File: src/rtl/postmortem_capture_ctrl.sv
// Postmortem capture sequencer: shared write strobe, circular write
// address, fault-triggered freeze, trigger address and history status.
// Optional macro POSTMORTEM_SW_TRIG_EN adds i_sw_trig as a trigger source.
// Ports:
//   i_clk, i_rst (async, active high)
//   i_arm, i_sample_tick, i_fault, i_sw_trig, i_post_cnt
//   o_ram_we, o_w_ram_addr, o_trig_addr, o_state, o_hist_full, o_done
module postmortem_capture_ctrl #(
  parameter int RAM_DEPTH  = 1024,
  parameter int ADDR_WIDTH = $clog2(RAM_DEPTH)
) (
  input  logic                  i_clk,
  input  logic                  i_rst,
  input  logic                  i_arm,
  input  logic                  i_sample_tick,
  input  logic                  i_fault,
  input  logic                  i_sw_trig,
  input  logic [ADDR_WIDTH-1:0] i_post_cnt,
  output logic                  o_ram_we,
  output logic [31:0]           o_w_ram_addr,
  output logic [31:0]           o_trig_addr,
  output logic [1:0]            o_state,
  output logic                  o_hist_full,
  output logic                  o_done
);

  localparam int FW = ADDR_WIDTH + 1;
  localparam logic [FW-1:0] DEPTH_L = FW'(RAM_DEPTH);

  typedef enum logic [1:0] {
    S_IDLE  = 2'd0,
    S_ARMED = 2'd1,
    S_POST  = 2'd2,
    S_DONE  = 2'd3
  } state_t;

  state_t                state_q, state_d;
  logic [ADDR_WIDTH-1:0] wr_ptr_q, wr_ptr_d;
  logic [FW-1:0]         fill_q, fill_d;
  logic [ADDR_WIDTH-1:0] post_q, post_d;
  logic                  fault_q;
  logic                  we_q, we_d;
  logic [ADDR_WIDTH-1:0] waddr_q, waddr_d;
  logic [ADDR_WIDTH-1:0] trig_q, trig_d;
  logic                  hist_q, hist_d;

  logic          armed;
  logic          writing;
  logic          fault_rise;
  logic          trig;
  logic          rearm;
  logic [FW-1:0] fill_now;

  assign armed      = (state_q == S_ARMED);
  assign writing    = i_sample_tick &&
                      (state_q == S_ARMED || state_q == S_POST);
  assign fault_rise = i_fault & ~fault_q;
  assign rearm      = i_arm &&
                      (state_q == S_IDLE || state_q == S_DONE);

`ifdef POSTMORTEM_SW_TRIG_EN
  assign trig = armed & (fault_rise | i_sw_trig);
`else
  logic unused_sw_trig;
  assign unused_sw_trig = i_sw_trig;
  assign trig = armed & fault_rise;
`endif

  // Fill count through the trigger sample: a same-cycle tick is the
  // trigger sample itself, so it is counted as history.
  assign fill_now = (i_sample_tick && fill_q != DEPTH_L)
                  ? fill_q + FW'(1) : fill_q;

  always_ff @(posedge i_clk or posedge i_rst) begin
    if (i_rst) begin
      state_q <= S_IDLE;
    end else begin
      state_q <= state_d;
    end
  end

  always_comb begin
    state_d = state_q;
    unique case (state_q)
      S_IDLE, S_DONE: begin
        if (i_arm) state_d = S_ARMED;
      end
      S_ARMED: begin
        if (trig) begin
          state_d = (i_post_cnt == '0) ? S_DONE : S_POST;
        end
      end
      S_POST: begin
        if (i_sample_tick && post_q <= ADDR_WIDTH'(1)) begin
          state_d = S_DONE;
        end
      end
      default: state_d = S_IDLE;
    endcase
  end

  always_comb begin
    wr_ptr_d = wr_ptr_q;
    fill_d   = fill_q;
    post_d   = post_q;
    we_d     = 1'b0;
    waddr_d  = waddr_q;
    trig_d   = trig_q;
    hist_d   = hist_q;

    if (writing) begin
      we_d     = 1'b1;
      waddr_d  = wr_ptr_q;
      wr_ptr_d = wr_ptr_q + ADDR_WIDTH'(1);
      if (armed) fill_d = fill_now;
      if (state_q == S_POST) post_d = post_q - ADDR_WIDTH'(1);
    end

    if (trig) begin
      post_d = i_post_cnt;
      hist_d = (fill_now >= (DEPTH_L - {1'b0, i_post_cnt}));
      trig_d = i_sample_tick ? wr_ptr_q
                             : wr_ptr_q - ADDR_WIDTH'(1);
    end

    if (rearm) begin
      wr_ptr_d = '0;
      fill_d   = '0;
      waddr_d  = '0;
      trig_d   = '0;
      hist_d   = 1'b0;
    end
  end

  always_ff @(posedge i_clk or posedge i_rst) begin
    if (i_rst) begin
      wr_ptr_q <= '0;
      fill_q   <= '0;
      post_q   <= '0;
      fault_q  <= 1'b0;
      we_q     <= 1'b0;
      waddr_q  <= '0;
      trig_q   <= '0;
      hist_q   <= 1'b0;
    end else begin
      wr_ptr_q <= wr_ptr_d;
      fill_q   <= fill_d;
      post_q   <= post_d;
      fault_q  <= i_fault;
      we_q     <= we_d;
      waddr_q  <= waddr_d;
      trig_q   <= trig_d;
      hist_q   <= hist_d;
    end
  end

  always_comb begin
    o_ram_we     = we_q;
    o_w_ram_addr = {{(32-ADDR_WIDTH){1'b0}}, waddr_q};
    o_trig_addr  = {{(32-ADDR_WIDTH){1'b0}}, trig_q};
    o_state      = state_q;
    o_hist_full  = hist_q;
    o_done       = (state_q == S_DONE);
  end

endmodule

File: config.mk
export PLATFORM = sky130hd
export DESIGN_NAME = postmortem_capture_ctrl
export DESIGN_NICKNAME = d
export VERILOG_FILES = /design/src/rtl/postmortem_capture_ctrl.sv
export SDC_FILE = /design/constraint.sdc
export NUM_CORES = 1
export LEC_CHECK = 0
export BUFFER_PORTS_ARGS = -buffer_cell sky130_fd_sc_hd__buf_4
export CAP_MARGIN = 0
export CORE_MARGIN = 2
export CORE_UTILIZATION = 56
export CTS_BUF_LIST = sky130_fd_sc_hd__clkbuf_8
export DETAILED_ROUTE_END_ITERATION = 10
export GPL_TIMING_DRIVEN = 0
export PLACE_DENSITY = 0.86
export SYNTH_ARGS = -nofsm -noshare
export SYNTH_HDL_FRONTEND = slang
export SYNTH_SLANG_ARGS = --single-unit
File: constraint.sdc
create_clock -name i_clk -period 2.8 [get_ports i_clk]
set_input_delay 0.56 -clock i_clk [delete_from_list [all_inputs] [get_ports i_clk]]
set_output_delay 0.56 -clock i_clk [all_outputs]
set_load 0.03 [all_outputs]
# Yosys cells after proc, flatten, opt, wreduce, memory -nomap -nowiden
# Cells that the tools add are included.
# classes
addsub,5
n_lt_le_gt_ge,2
n_eq_ne,7
n_mux,22
bitwise_logic,3
n_reduce_logical,17
# ops
cell,n
$mux W10,10
$mux W11,4
$sub A10 B1 Y10 const B,2
$add A11 B1 Y11 const B,1
$ge A11 B11 Y1,1
$ne A11 B11 Y1 const B,1
$sub A11 B10 Y11 const A,1
$add A10 B1 Y10 const B,1
$le A10 B1 Y1 const B,1
$logic_not A10 Y1,1
$reduce_bool A2 Y1,5
$mux W2,3
$pmux W2 S3,1
$eq A2 B2 Y1 const B,2
$logic_and A1 B1 Y1,4
$mux W1,4
$ne A2 B1 Y1 const B,2
$reduce_and A2 Y1,2
$reduce_and A3 Y1,1
$and A1 B1 Y1,2
$eq A2 B1 Y1 const B,1
$logic_not A2 Y1,1
$logic_or A1 B1 Y1,2
$ne A2 B2 Y1 const B,1
2 further kinds,2
# totals
regBits,56
inputBits,16
out_inout_bits,69
wordCells,65

# Longest topological paths before layout
# Gate-level depths: netlist of the first run.
# depth
depth_word,6
mapped_depth,10
mapped_depth_nobuf,10

# Worst setup path after synthesis of the first run
# Ideal clock, no wire load.
# synth_timing
path_type,input -> register
start,in i_post_cnt[8]
end,"reg hist_q, in the netlist o_hist_full"
setup_ps,134
arrival_time_ps,2214
required_time_ps,2666
path_slack_ps,451
cell_stages,7
n_path_buf,0
path_cell_list,or4_2 or2_2 ha_1 a211oi_1 nand2_1 o2111ai_1 o211ai_1
# synth_via
elab_chain_len,4
# synth_lines
item,line,text
from (decl),18,"input logic [ADDR_WIDTH-1:0] i_post_cnt,"
$sub A11 B10 Y11,121,"hist_d = (fill_now >= (DEPTH_L - {1'b0, i_post_cnt}));"
$ge A11 B11 Y1,121,
$mux W1,119,if (trig) begin
$mux W1,126,if (rearm) begin
to (signal assigned),153,hist_q <= hist_d;
to (decl),45,"logic hist_q, hist_d;"
# No other way between the ends. The select of a mux whose other input is x is not followed.
# A chain may end at the register's enable or synchronous reset.

# Final worst setup path of the first run
# layout_timing
start,reg fill_q[2]
end,"reg hist_q, in the netlist o_hist_full"
# layout_via
elab_chain_len,6
elab_cells_between_ends,7
cone_classes,add/sub: 1; order compare: 1; eq/ne: 1; mux: 3; reduce/logical: 1
# layout_lines
item,line,text
from (decl),39,"logic [FW-1:0] fill_q, fill_d;"
from (signal assigned),147,fill_q <= fill_d;
branches (longest 2 deep; another with $add A11 B1 Y11),--,
$mux W11 (*),72,? fill_q + FW'(1) : fill_q;
$ge A11 B11 Y1 (*),121,
$mux W1 (*),119,
$mux W1 (*),126,
# Every way passes the cells marked *. The select of a mux whose other input is x is not followed.

==> results of run 1 <==
power groups by stage:
stage | clock network [uW] | registers, uW | logic (uW)
after detailed placement | 0 | 1180 | 1730
after global routing | 537 | 1190 | 1890
after CTS | 501 | 1170 | 1740
final | 492 | 1170 | 1740
after floorplan | 0 | 1340 | 1090
after global placement | 0 | 1170 | 1660
flip-flops by register name, summed over array words and instances, names as in the netlist:
register,count
fill_q,11
post_q,10
trig_q,10
waddr_q,10
wr_ptr_q,10
o_state,2
fault_q,1
o_hist_full,1
o_ram_we,1
worst max-delay path, cell delays in order (launching register included):
cell and delay (ps):
dfrtp_1 380, buf_2 160, nor4b_1 310, nand4b_1 220, and2_0 290, mux2_2 300, ha_1 200, a21o_1 180
a31oi_1 160, o21a_1 170, o211ai_1 100
how the worst min path moves through the flow:
stage	start	end	cells past startpoint
floorplan	wr_ptr_q[9]	wr_ptr_q[9]	1
global placement	waddr_q[3]	waddr_q[3]	1
detailed placement	waddr_q[8]	waddr_q[8]	1
CTS	i_rst	waddr_q[2]	2
global route	i_rst	waddr_q[2]	2
finish	i_rst	waddr_q[2]	2
Yosys cell counts, types with 5 or more instances:
| master | number |
|---|---|
| a21oi_1 | 10 |
| a22o_1 | 14 |
| and3_1 | 5 |
| buf_4 | 44 |
| clkbuf_1 | 15 |
| dfrtp_1 | 56 |
| ha_1 | 21 |
| inv_1 | 16 |
| mux2i_1 | 5 |
| nand2_1 | 34 |
| nand3_1 | 16 |
| nand4_1 | 7 |
| nor2_1 | 19 |
| nor3_1 | 11 |
| nor4_1 | 6 |
| o21ai_0 | 29 |
| xnor2_1 | 22 |
| xor2_1 | 14 |
through the flow:
stage | cell area, um^2 | setup WS [ps] | hold slack [ps] | utilization, %
after detailed placement | 4350 | 97.4 | 492 | 67.7
final | 4450 | 204 | 239 | 69.2
after global placement | 4330 | 165 | 489 | 67.4
after CTS | 4450 | 179 | 249 | 69.2
after floorplan | 3940 | 451 | 487 | -
after global routing | 4450 | 50.1 | 271 | 69.2
area by class of cell:
type	instances	area, um^2	area share (%)
multi-input cells	317	2040	45.9
flip-flops and latches	56	1400	31.5
plain buffers	66	438	9.85
repair buffers	40	313	7.03
well taps	77	96.3	2.17
clock buffers	5	68.8	1.55
inverters	16	60.1	1.35
clock inverters	3	28.8	0.647
cells in the final DEF (no fill, tap or decap), types with 5 or more instances in the layout:
cell / count
a21oi_1: 10
a22o_1: 14
and3_1: 5
buf_4: 83
clkbuf_1: 15
clkbuf_8: 7
conb_1: 44
dfrtp_1: 56
ha_1: 21
inv_1: 15
mux2i_1: 5
nand2_1: 34
nand3_1: 16
nand4_1: 7
nor2_1: 19
nor3_1: 11
nor4_1: 6
o21ai_0: 29
xnor2_1: 22
xor2_1: 14
cell families after synthesis:
family | after synthesis | share of synthesized area, %
xor gates and xnor gates | 36 | 8.34
other | 1 | 0.0992
DFF | 56 | 37.1
AOI/OAI and AO/OA | 77 | 13.7
buffers and inverters | 82 | 13.2
muxes | 6 | 1.62
and+or+nand+nor | 133 | 19.0
adders and majority gates | 21 | 6.95
routing by layer:
metal  up-vias  track usage, %  share of wire [%]
met3        14            3.37                5.4
met4         0            8.37                1.9
met5         -               0                  0
met2        93            38.5                 50
met1      1502            30.6                 43
li1       1535               -                  -
==> impl_metrics.yaml, run 1 <==
critical_path:
  worst_setup_path_end_kind: "flip-flop"
  rr_worst_depth: 10
  critPathArrivalTime_ps: 2790
  r2r_end: "o_hist_full"
  critPathKind: "reg -> reg"
  crit_required_ps: 3000
  worstReg2RegStart: "fill_q[2]"
  crit_fanout: 8
  setup.worst_path.start_class: "flip-flop"
  setup.worst_path.start: "fill_q[2]"
  critPathCapture: "o_hist_full"
  r2r_slack_ps: 200
clock_network:
  cts_buffers: 5
  ctsResizeCount: 0
  htreeDepth: 2
  clk_path_buf_depth: 2
  post_cts_buffers: 0
  clk_pin_slew_worst_paths_ps: 110
  cts.sink_count: 56
  cts_tree: "built"
  cts_root_buf: "clkbuf_8"
  clkLatencyLatePin_ps: 330
  cts.hold.buffers_added: 0
detailed_routing:
  routedWlPerCell_um: 14.5
  detail-route-antenna-nets: 0
  drc: 0
  via_per_inst: 5.42
  dr.pass1.iters: 5
  dr.first_iter.drc_count: 179
  vias: 3144
  routed_wl_mm: 8.44
sta:
  finalClockSkew_ps: 15.1
  slew_viol_final: 0
  hold_viol: 0
  fin_crit_sh_pct: 92.7
  fin_crit_ps: 2600
  rsz0062_at_grt: "false"
  slew_headroom_pct: 52.7
  max_slew.worst_pin.slew_ps: 700
  tns_ps: 0
  fmax_mhz: 385
  setup-violations-final: 0
power:
  p_sw_share_pct: 44.8
  p_comb_share_pct: 51.1
  power.total_uw: 3400
  clkPwrFrac_pct: 14.5
  power.density_nw_per_um2: 764
  p_leak_uw: 0.00226
  power.net_switching_uw: 1520
  pwr-share-seq_pct: 34.4
  peakVddDrop_mv: 0.578
  p_int_uw: 1870
global_routing:
  grt_usage_pct: 23.1
  grt_overflow_total: 0
  antenna_found_initial: 0
  first_global_vias: 2941
  grt_pass1_wl_mm: 13.6
  grt_start_max_net_pins: 36
floorplanning:
  die_area_um2: 7420
  initial_core_util_pct: 58.8
  core_um2: 6420
  die_h_um: 86.1
  die_w_um: 86.1
  io_pins: 85
  rows: 29
yosys:
  synth_warnings: 0
  synthesis.area_um2: 3780
  netlist-cell-type-count: 56
  yosys.area.top_type: "dfrtp_1"
  synth-main-ff-cell: "dfrtp_1"
  synth.top_cell.area_share_pct: 37.1
  synth_cells: 412
  avgSynthCellArea_um2: 9.17
  ys_seq_area_share_pct: 37.1
  ys_ff_latch: 56
  synth.area.top_cells: "dfrtp_1, buf_4, ha_1"
  async_flop_share_pct: 100
  synth_edf_count: 0
layout:
  layout-drive-gt1-share_pct: 22.5
  synthToLayoutAreaGrowth_pct: 17.7
  final_nets: 539
  antenna_cells: 0
  fill_cells: 527
  instances_no_fill: 580
run:
  cap_violations: 0
place:
  port_buffers: 39
  place_inst: 572
  place_congestion: 0.867
  hpwl_mm: 6.55
status:
  status: "completed"
min_path:
  hold_class: "in -> async"
Power figures use the tool's default switching activity.
==> run 2: changes to the inputs <==
--- a/config.mk
+++ b/config.mk
@@ -12,7 +12,7 @@
 export CTS_BUF_LIST = sky130_fd_sc_hd__clkbuf_8
 export DETAILED_ROUTE_END_ITERATION = 10
 export GPL_TIMING_DRIVEN = 0
-export PLACE_DENSITY = 0.86
+export PLACE_DENSITY = 0.82
 export SYNTH_ARGS = -nofsm -noshare
 export SYNTH_HDL_FRONTEND = slang
 export SYNTH_SLANG_ARGS = --single-unit
==> impl_metrics.yaml, run 2 (synthesized netlist as in run 1, its figures left out) <==
place:
  place_ws_ps: 168
  placed_area_um2: 4350
  port_buffers: 39
  hpwl_mm: 6.36
  place_congestion: 0.854
clock_network:
  cts_tree: "built"
  cts.hold.buffers_added: 0
  post_cts_buffers: 0
  cts_buffers: 5
  ctsResizeCount: 0
  clk_pin_slew_worst_paths_ps: 110
  cts_root_buf: "clkbuf_8"
  clkLatencyLatePin_ps: 320
  htreeDepth: 2
  clk_path_buf_depth: 2
  cts.sink_count: 56
sta:
  fin_crit_ps: 2600
  tns_ps: 0
  fmax_mhz: 385
  hold_viol: 0
  finalClockSkew_ps: 7.84
  fin_crit_sh_pct: 92.9
  rsz0062_at_grt: "false"
  max_slew.worst_pin.slew_ps: 756
  fin_ws_ps: 199
  fin_hold_ws_ps: 223
  setup-violations-final: 0
  slew_viol_final: 0
  slew_headroom_pct: 48.9
detailed_routing:
  dr.pass1.iters: 4
  dr.first_iter.drc_count: 142
  routedWlPerCell_um: 14.3
  drc: 0
  via_per_inst: 5.40
  vias: 3132
  detail-route-antenna-nets: 0
  routed_wl_mm: 8.30
layout:
  layout_commonest_cell: "buf_4"
  final_cell_mix: "buf_4, dfrtp_1, conb_1"
  regArea_um2: 1400
  largest_reg_flops: 11
  antenna_cells: 0
  fin_area_um2: 4440
  synthToLayoutAreaGrowth_pct: 17.6
  post-route-util_pct: 69.2
  layout-drive-gt1-share_pct: 22.5
  multiInputGateArea_um2: 2040
  fill_cells: 525
  regMostFlops: "fill_q"
  final_nets: 539
floorplanning:
  die_area_um2: 7420
  die_h_um: 86.1
  io_pins: 85
  die_w_um: 86.1
  core_um2: 6420
  rows: 29
  initial_core_util_pct: 58.8
global_routing:
  grt_overflow_total: 0
  grt_start_max_net_pins: 39
  grt_usage_pct: 23.6
  grt_pass1_wl_mm: 13.9
  antenna_found_initial: 0
  first_global_vias: 3027
critical_path:
  r2r_slack_ps: 200
  setup.worst_path.start_class: "flip-flop"
  critPathArrivalTime_ps: 2800
  crit_required_ps: 3000
  r2r_end: "o_hist_full"
  critPathKind: "reg -> reg"
  crit_fanout: 8
  cp_cell_sequence: "clkbuf_1 -> nor4_1 -> nand4b_1 -> and2_0 -> mux2_2 -> ha_1 -> a21o_1 -> a31oi_1 -> o21a_1 -> o211ai_1"
  worstReg2RegStart: "fill_q[6]"
  worst_path_max_delay_cell: "dfrtp_1"
  max_stage_delay_ps: 380
  worst_setup_path_end_kind: "flip-flop"
  rr_worst_depth: 10
power:
  p_leak_uw: 0.00225
  power.density_nw_per_um2: 757
  peakVddDrop_mv: 0.551
run:
  cap_violations: 0
min_path:
  hold_class: "in -> async"
status:
  status: "completed"
[run 2: per-layer routing]
layer / part of all wire (%) / GRT usage (%) / wire [um]
met1: 44 / 30.3 / 3650
met2: 50 / 40.4 / 4120
met3: 4.7 / 3.85 / 390
met4: 1.7 / 8.08 / 138
met5: 0 / 0 / 0
[run 2: report_power, final]
| group | switching [uW] | internal [uW] |
|---|---|---|
| Combinational | 1040 | 680 |
| Sequential | 169 | 1000 |
| Clock | 292 | 183 |
| Total | 1500 | 1860 |
[run 2: worst max-delay path by stage]
| stage | depth (start not counted) | slack, ps | endpoint | startpoint |
|---|---|---|---|---|
| after floorplan | 7 | 450 | o_hist_full | i_post_cnt[8] |
| after global placement | 2 | 150 | post_q[2] | i_rst |
| after detailed placement | 8 | 170 | o_hist_full | i_post_cnt[8] |
| after CTS | 10 | 220 | o_hist_full | fill_q[6] |
| after global routing | 10 | 70 | o_hist_full | fill_q[6] |
| final | 10 | 200 | o_hist_full | fill_q[6] |
[run 2: critical path, delay by kind of cell, from the launching register on]
| family | cells | cell delay (ps) |
|---|---|---|
| AOI/OAI and AO/OA | 4 | 590 |
| adders and majority gates | 1 | 190 |
| buffers and inverters | 1 | 190 |
| DFF | 1 | 380 |
| muxes | 1 | 300 |
| and+or+nand+nor | 3 | 820 |
[run 2: cell type report]
| type | instances | area share [%] |
|---|---|---|
| Buffer | 66 | 9.86 |
| Clock inverter | 3 | 0.563 |
| Clock buffer | 5 | 1.55 |
| Multi-Input combinational cell | 317 | 45.9 |
| Timing Repair Buffer | 40 | 7.04 |
| Tap cell | 77 | 2.17 |
| Sequential cell | 56 | 31.5 |
| Inverter | 16 | 1.35 |
[run 2: stage by stage]
| step | power, uW | cells |
|---|---|---|
| CTS | 3370 | 580 |
| global placement | 2840 | 571 |
| floorplan | 2420 | 455 |
| finish | 3370 | 580 |
| global route | 3610 | 580 |
| detailed placement | 2900 | 572 |
